==> src/rtl/reg_file_access_ctrl.sv <==
// Register-file port initiator: serialises one decode request (write, then up to two reads)
// onto the single op/rw/reg_idx port and returns the read operands via a valid/ready response.
module reg_file_access_ctrl #(
   parameter int REG_IDX_WIDTH = 5,
   parameter int DATA_WIDTH    = 32,
   parameter int SKIP_X0       = 1
) (
   input  logic                     sys_clk,
   input  logic                     sys_rst,
   input  logic                     req_valid,
   output logic                     req_ready,
   input  logic                     req_rs1_en,
   input  logic [REG_IDX_WIDTH-1:0] req_rs1,
   input  logic                     req_rs2_en,
   input  logic [REG_IDX_WIDTH-1:0] req_rs2,
   input  logic                     req_wr_en,
   input  logic [REG_IDX_WIDTH-1:0] req_rd,
   input  logic [DATA_WIDTH-1:0]    req_wdata,
   output logic                     rsp_valid,
   input  logic                     rsp_ready,
   output logic [DATA_WIDTH-1:0]    rsp_rs1_data,
   output logic [DATA_WIDTH-1:0]    rsp_rs2_data,
   output logic                     rf_op,
   output logic                     rf_rw,
   output logic [REG_IDX_WIDTH-1:0] rf_reg_idx,
   output logic [DATA_WIDTH-1:0]    rf_data_w,
   input  logic [DATA_WIDTH-1:0]    rf_data_r,
   output logic [2:0]               dbg_state
);

   // Handshakes: a transfer happens on a posedge where valid && ready are both high.
   // req_ready is high only in IDLE; rsp_valid stays high in RSP until rsp_ready is seen.
   typedef enum logic [2:0] {
      S_IDLE = 3'd0,
      S_WR   = 3'd1,
      S_RD1  = 3'd2,
      S_RD2  = 3'd3,
      S_RSP  = 3'd4
   } state_t;

   state_t state, state_nxt;

   logic                     l_rs1_en, l_rs2_en, l_wr_en;
   logic [REG_IDX_WIDTH-1:0] l_rs1, l_rs2, l_rd;
   logic [DATA_WIDTH-1:0]    l_wdata;
   logic [DATA_WIDTH-1:0]    rs1_q, rs2_q;
   logic                     accept;
   logic                     in_wr, in_rd1, in_rd2;
   logic                     iss_rd1, iss_rd2;

   function automatic logic issues(input logic en, input logic [REG_IDX_WIDTH-1:0] idx);
      return en && !((SKIP_X0 != 0) && (idx == '0));
   endfunction

   assign accept  = (state == S_IDLE) && req_valid;
   assign in_wr   = issues(req_wr_en, req_rd);
   assign in_rd1  = issues(req_rs1_en, req_rs1);
   assign in_rd2  = issues(req_rs2_en, req_rs2);
   assign iss_rd1 = issues(l_rs1_en, l_rs1);
   assign iss_rd2 = issues(l_rs2_en, l_rs2);

   always_ff @(posedge sys_clk or negedge sys_rst) begin
      if (!sys_rst) begin
         state <= S_IDLE;
      end else begin
         state <= state_nxt;
      end
   end

   always_comb begin
      state_nxt = state;
      case (state)
         S_IDLE: begin
            if (req_valid) begin
               if (in_wr)       state_nxt = S_WR;
               else if (in_rd1) state_nxt = S_RD1;
               else if (in_rd2) state_nxt = S_RD2;
               else             state_nxt = S_RSP;
            end
         end
         S_WR: begin
            if (iss_rd1)      state_nxt = S_RD1;
            else if (iss_rd2) state_nxt = S_RD2;
            else              state_nxt = S_RSP;
         end
         S_RD1:   state_nxt = iss_rd2 ? S_RD2 : S_RSP;
         S_RD2:   state_nxt = S_RSP;
         S_RSP:   state_nxt = rsp_ready ? S_IDLE : S_RSP;
         default: state_nxt = S_IDLE;
      endcase
   end

   always_comb begin
      req_ready  = (state == S_IDLE);
      rsp_valid  = (state == S_RSP);
      rf_op      = 1'b0;
      rf_rw      = 1'b0;
      rf_reg_idx = '0;
      rf_data_w  = '0;
      case (state)
         S_WR: begin
            rf_op      = 1'b1;
            rf_rw      = 1'b1;
            rf_reg_idx = l_rd;
            rf_data_w  = l_wdata;
         end
         S_RD1: begin
            rf_op      = 1'b1;
            rf_reg_idx = l_rs1;
         end
         S_RD2: begin
            rf_op      = 1'b1;
            rf_reg_idx = l_rs2;
         end
         default: ;
      endcase
   end

   // Request fields are captured once; the rf_* port is driven only from these copies.
   always_ff @(posedge sys_clk or negedge sys_rst) begin
      if (!sys_rst) begin
         l_rs1_en <= 1'b0;
         l_rs1    <= '0;
         l_rs2_en <= 1'b0;
         l_rs2    <= '0;
         l_wr_en  <= 1'b0;
         l_rd     <= '0;
         l_wdata  <= '0;
      end else if (accept) begin
         l_rs1_en <= req_rs1_en;
         l_rs1    <= req_rs1;
         l_rs2_en <= req_rs2_en;
         l_rs2    <= req_rs2;
         l_wr_en  <= req_wr_en;
         l_rd     <= req_rd;
         l_wdata  <= req_wdata;
      end
   end

   // Read data is valid from the mid-cycle negedge, so it is taken on the edge leaving RD1/RD2.
   always_ff @(posedge sys_clk or negedge sys_rst) begin
      if (!sys_rst) begin
         rs1_q <= '0;
         rs2_q <= '0;
      end else if (accept) begin
         rs1_q <= '0;
         rs2_q <= '0;
      end else if (state == S_RD1) begin
         rs1_q <= rf_data_r;
      end else if (state == S_RD2) begin
         rs2_q <= rf_data_r;
      end
   end

   assign rsp_rs1_data = rs1_q;
   assign rsp_rs2_data = rs2_q;
   assign dbg_state    = state;

endmodule
==> config.mk <==
export PLATFORM = sky130hd
export DESIGN_NAME = reg_file_access_ctrl
export DESIGN_NICKNAME = d
export VERILOG_FILES = /design/src/rtl/reg_file_access_ctrl.sv
export SDC_FILE = /design/constraint.sdc
export NUM_CORES = 1
export LEC_CHECK = 0
export CORE_MARGIN = 1.5
export CORE_UTILIZATION = 35
export DETAILED_ROUTE_END_ITERATION = 16
export PLACE_DENSITY = 0.75
export SLEW_MARGIN = 20
export SYNTH_ARGS = -nofsm -noshare
export SYNTH_HDL_FRONTEND = slang
export SYNTH_SLANG_ARGS = --single-unit
==> constraint.sdc <==
create_clock -name sys_clk -period 1.9 [get_ports sys_clk]
set_input_delay 0.57 -clock sys_clk [delete_from_list [all_inputs] [get_ports sys_clk]]
set_output_delay 0.57 -clock sys_clk [all_outputs]
set_load 0.005 [all_outputs]
* After elaboration in Yosys (flattened, before gate mapping)
Index checks and enable logic that the tools add are counted.
** Cells by class
- Equal/unequal tests :: 6
- Multiplexer cells :: 17
- Reductions and logical operators :: 21
** Operator list (number)
- $mux 32 :: 6
- $logic_not 5->1 :: 5
- $mux 3 :: 7
- $pmux 3 s5 :: 1
- $pmux 5 s3 :: 1
- $eq 3x2->1 const B :: 2
- $logic_and 1x1->1 :: 6
- $logic_not 1->1 :: 5
- $ne 2x2->1 const B :: 2
- $reduce_bool 2->1 :: 2
- $eq 3x1->1 const B :: 1
- $eq 3x3->1 const B :: 1
- $logic_not 3->1 :: 1
- $reduce_or 3->1 :: 1
- $mux 1 :: 2
- $reduce_and 2->1 :: 1
** Word-level totals
- Register bits :: 116
- Input bits :: 86
- Word-level logic and storage cells :: 53

* Depth between registers and ports, before layout
- Depth in word-level cells :: 8
- Gate-level depth with buffers :: 6
- Depth with buffers taken out :: 4

* Worst setup path before layout
OpenSTA, ideal clock, no wires.
- Path type :: register to output
- Start point :: register state[2], in the netlist dbg_state[2]
- End point :: output port rf_data_w[22]
- Arrival :: 1330 ps
- Data required time :: 1330 ps
- Slack :: 0 ps
- Cell stages (with the launch flop) :: 5
- Path buffers :: 2
- Path through :: dfrtp_1 -> clkbuf_1 -> nor3b_2 -> clkbuf_1 -> and2_1
** On the way
- Cells in the longest elaborated chain, start to end :: 2
** Ends and longest elaborated chain
- from (decl) :: line 41 : state_t state, state_nxt;
- from (signal assigned) :: line 66 : state <= state_nxt;
- $eq 3x1->1 :: line 100 : case (state)
- $mux 32 :: line 100
- to (decl) :: line 26 : output logic [DATA_WIDTH-1:0] rf_data_w,
No other way between the ends.

* Worst setup path after layout
- Start point :: register state[0], in the netlist dbg_state[0]
- End point :: output port rf_reg_idx[1]
** On the way
- Cells in the longest elaborated chain, start to end :: 2
** Ends and longest elaborated chain
- $eq 3x2->1 or $eq 3x1->1 (tied branches) :: line 100
- $pmux 5 s3 (*) :: line 100
- to (decl) :: line 25 : output logic [REG_IDX_WIDTH-1:0] rf_reg_idx,
Mark *: on every way between the ends. The rest lies on a longest branch, timed or not.

==> flow_summary.ini <==
[synth]
synthesis.area_mm2 = 0.00503
synth.area.top_cells = dfrtp_1, nand2_1, a21oi_1
yosysTopAreaCellShare_pct = 57.7
yosysSeqAreaShare_pct = 57.7
synthFlopType = dfrtp_1
synth_nets = 671
ys_ff_latch = 116
ys_types = 34
async_flop_share_pct = 100
synth.largest_area_cell = dfrtp_1
synthesis.instances = 585
synth_edf_count = 0
synth_area_per_cell_um2 = 8.60
synth_warnings = 0

[clock_tree]
h-tree-depth = 4
cts_made_buffers = 17
cts_tree = yes
clock_path_buffers = 2
cts_num_sinks = 116
clk_pin_slew_ns = 0.06
clk_latency_ns = 0.42
root_buffer = clkbuf_16

[detailed_routing]
viasPerCell = 4.77
routed_wl_um = 15600
dr.pass1.iters = 4
drtIter0Drc = 263
routedWlPerCell_um = 15.3
vias = 4848
drc_errors = 0
postRouteAntennaNets = 0

[global_routing]
antenna_found_initial = 0
grtUsageTotal_pct = 21.2
grt_pass1_vias = 4785
grt_remaining_overflow = 0
grt_pass1_wl_um = 24300
grt_max_degree = 65

[die]
rows = 43
core_area_mm2 = 0.0139
dieArea_mm2 = 0.0151
dieWidth_um = 123
ios = 194
die_h_um = 123
start_util_pct = 36.1

[timing]
finalSetupViolations = 42
slew-limit-headroom_pct = 78.2
finalCriticalPeriod_ns = 2.28
finClkSkew_ns = 0.00772
layout_setup_ws_ns = -0.378
hold_slack_ns = 0.0159
hold_viol_final = 0
rsz0062_at_grt = true
finalSetupTns_ns = -11.17
finalCritPeriodShare_pct = 120
slew_violations = 0
fmax_mhz = 439
tightest_slew_ns = 0.328

[power_and_ir_drop]
swShare_pct = 33.4
p_seq_share_pct = 31.8
p_per_area_mw_per_mm2 = 1490
combPwrFrac_pct = 43.2
pwr-share-clk_pct = 25.0
power_leakage_nw = 4.13
p_int_mw = 8.39
peakVddDrop_mv = 0.657
power.switching_mw = 4.21

[finish]
antenna_cells = 0
utilization_pct = 60.8
multi_input_area_mm2 = 0.00210
postLayoutCellArea_mm2 = 0.00847
register_area_mm2 = 0.00290
fill_cells = 1155
drive_gt1_share_pct = 23.2
syn2layout_area_growth_pct = 68.2
nNetsFinal = 909
layout_common_cells = nand2_1, clkdlybuf4s50_1, dfrtp_1
final_common_cell = nand2_1
post_layout_nonfiller_instances = 1016

[setup_path]
required_ns = 1.33
crit_cells = 6
path_class = register to output port
path_buf_inv = 3
start_kind = register
cp_top_family = buffers and inverters
crit_chain = buf_6 -> and2b_2 -> buf_4 -> a22oi_2 -> nor2_1 -> buf_2
cp-end-kind = output port
reg2regPathDepth = 7
r2r_slack_ns = 0.13
max_stage_delay_ns = 0.40
cp_slowest_cell = dfrtp_1
critical_path_arrival_ns = 1.71
worstPathMaxFanout = 6

[place]
hpwl_um = 9880
placedCellCount = 959
portBuffers = 193
routabilityCongestion = 0.783
placed_area_mm2 = 0.00743

[run]
drv_cap = 0

[run_status]
violations = setup timing
status = finished, violations left

[worst_hold_path]
hold_path.class = input port to async pin
logic make-up after synthesis:
| family | after synthesis | synth area share [%] |
|---|---|---|
| muxes | 5 | 1.12 |
| and+or+nand+nor | 344 | 28.9 |
| buffers and inverters | 39 | 3.50 |
| DFF | 116 | 57.7 |
| AOI/OAI and AO/OA | 81 | 8.80 |
state kept, by name, summed over array words and instances (netlist names):
register,count
dbg_state,3
l_rd,5
l_rs1,5
l_rs1_en,1
l_rs2,5
l_rs2_en,1
l_wdata,32
rsp_rs1_data,32
rsp_rs2_data,32
per-layer routing:
metal	GRT usage [%]	part of all wire, %
met3	7.75	8.5
met1	25.6	42
met2	35.6	48
met5	0	0
met4	5.89	1.3
power by group through the flow:
stage / clock, mW / combinational (mW) / sequential (mW)
2_1_floorplan: 0 / 2.16 / 3.93
6_report: 3.15 / 5.44 / 4.01
3_3_place_gp: 0 / 4.64 / 3.95
3_5_place_dp: 0 / 4.72 / 3.98
4_1_cts: 3.21 / 5.39 / 4.00
5_1_grt: 3.34 / 5.98 / 4.12
worst paths after layout:
kind | end | start
min in group sys_clk | l_wdata[11] | l_wdata[11]
worst max-delay path | rf_reg_idx[1] | dbg_state[0]
worst max register to register | dbg_state[0] | dbg_state[1]
max in group asynchronous | l_wdata[27] | sys_rst
worst min register to register | l_wdata[11] | l_wdata[11]
worst min-delay path | rsp_rs1_data[15] | sys_rst
per-stage QoR:
stage               setup slack [ns]  total power [mW]
CTS                           -0.419              12.6
floorplan                     0.0341              6.09
detailed placement            -0.336              8.70
global route                  -0.439              13.4
finish                        -0.378              12.6
global placement              -0.324              8.60
cell type report:
cell class / instances / share of cell area [%]
multi-input cells: 430 / 24.8
repair buffers: 257 / 31.3
clock inverters: 12 / 1.55
inverters: 1 / 0.0443
clock buffers: 20 / 5.39
well taps: 180 / 2.66
flip-flops and latches: 116 / 34.3
synthesized netlist by cell type (5+ instances only):
| library cell | n |
|---|---|
| nand2_1 | 278 |
| dfrtp_1 | 116 |
| a21oi_1 | 65 |
| and2_1 | 36 |
| buf_2 | 24 |
| clkbuf_1 | 12 |
| nor2_1 | 10 |
| a22oi_1 | 6 |
| mux2_2 | 5 |
repair_timing:
item | 4_1_cts | 5_1_grt
cloned | 1 | 0
hold buffers | 0 | 0
setup endpoints to repair | 44 | 66
pin swaps | 35 | 11
buffers inserted | 25 | 3
gates resized for setup | 261 | 39
No activity file was read; power rests on OpenSTA's default activity.
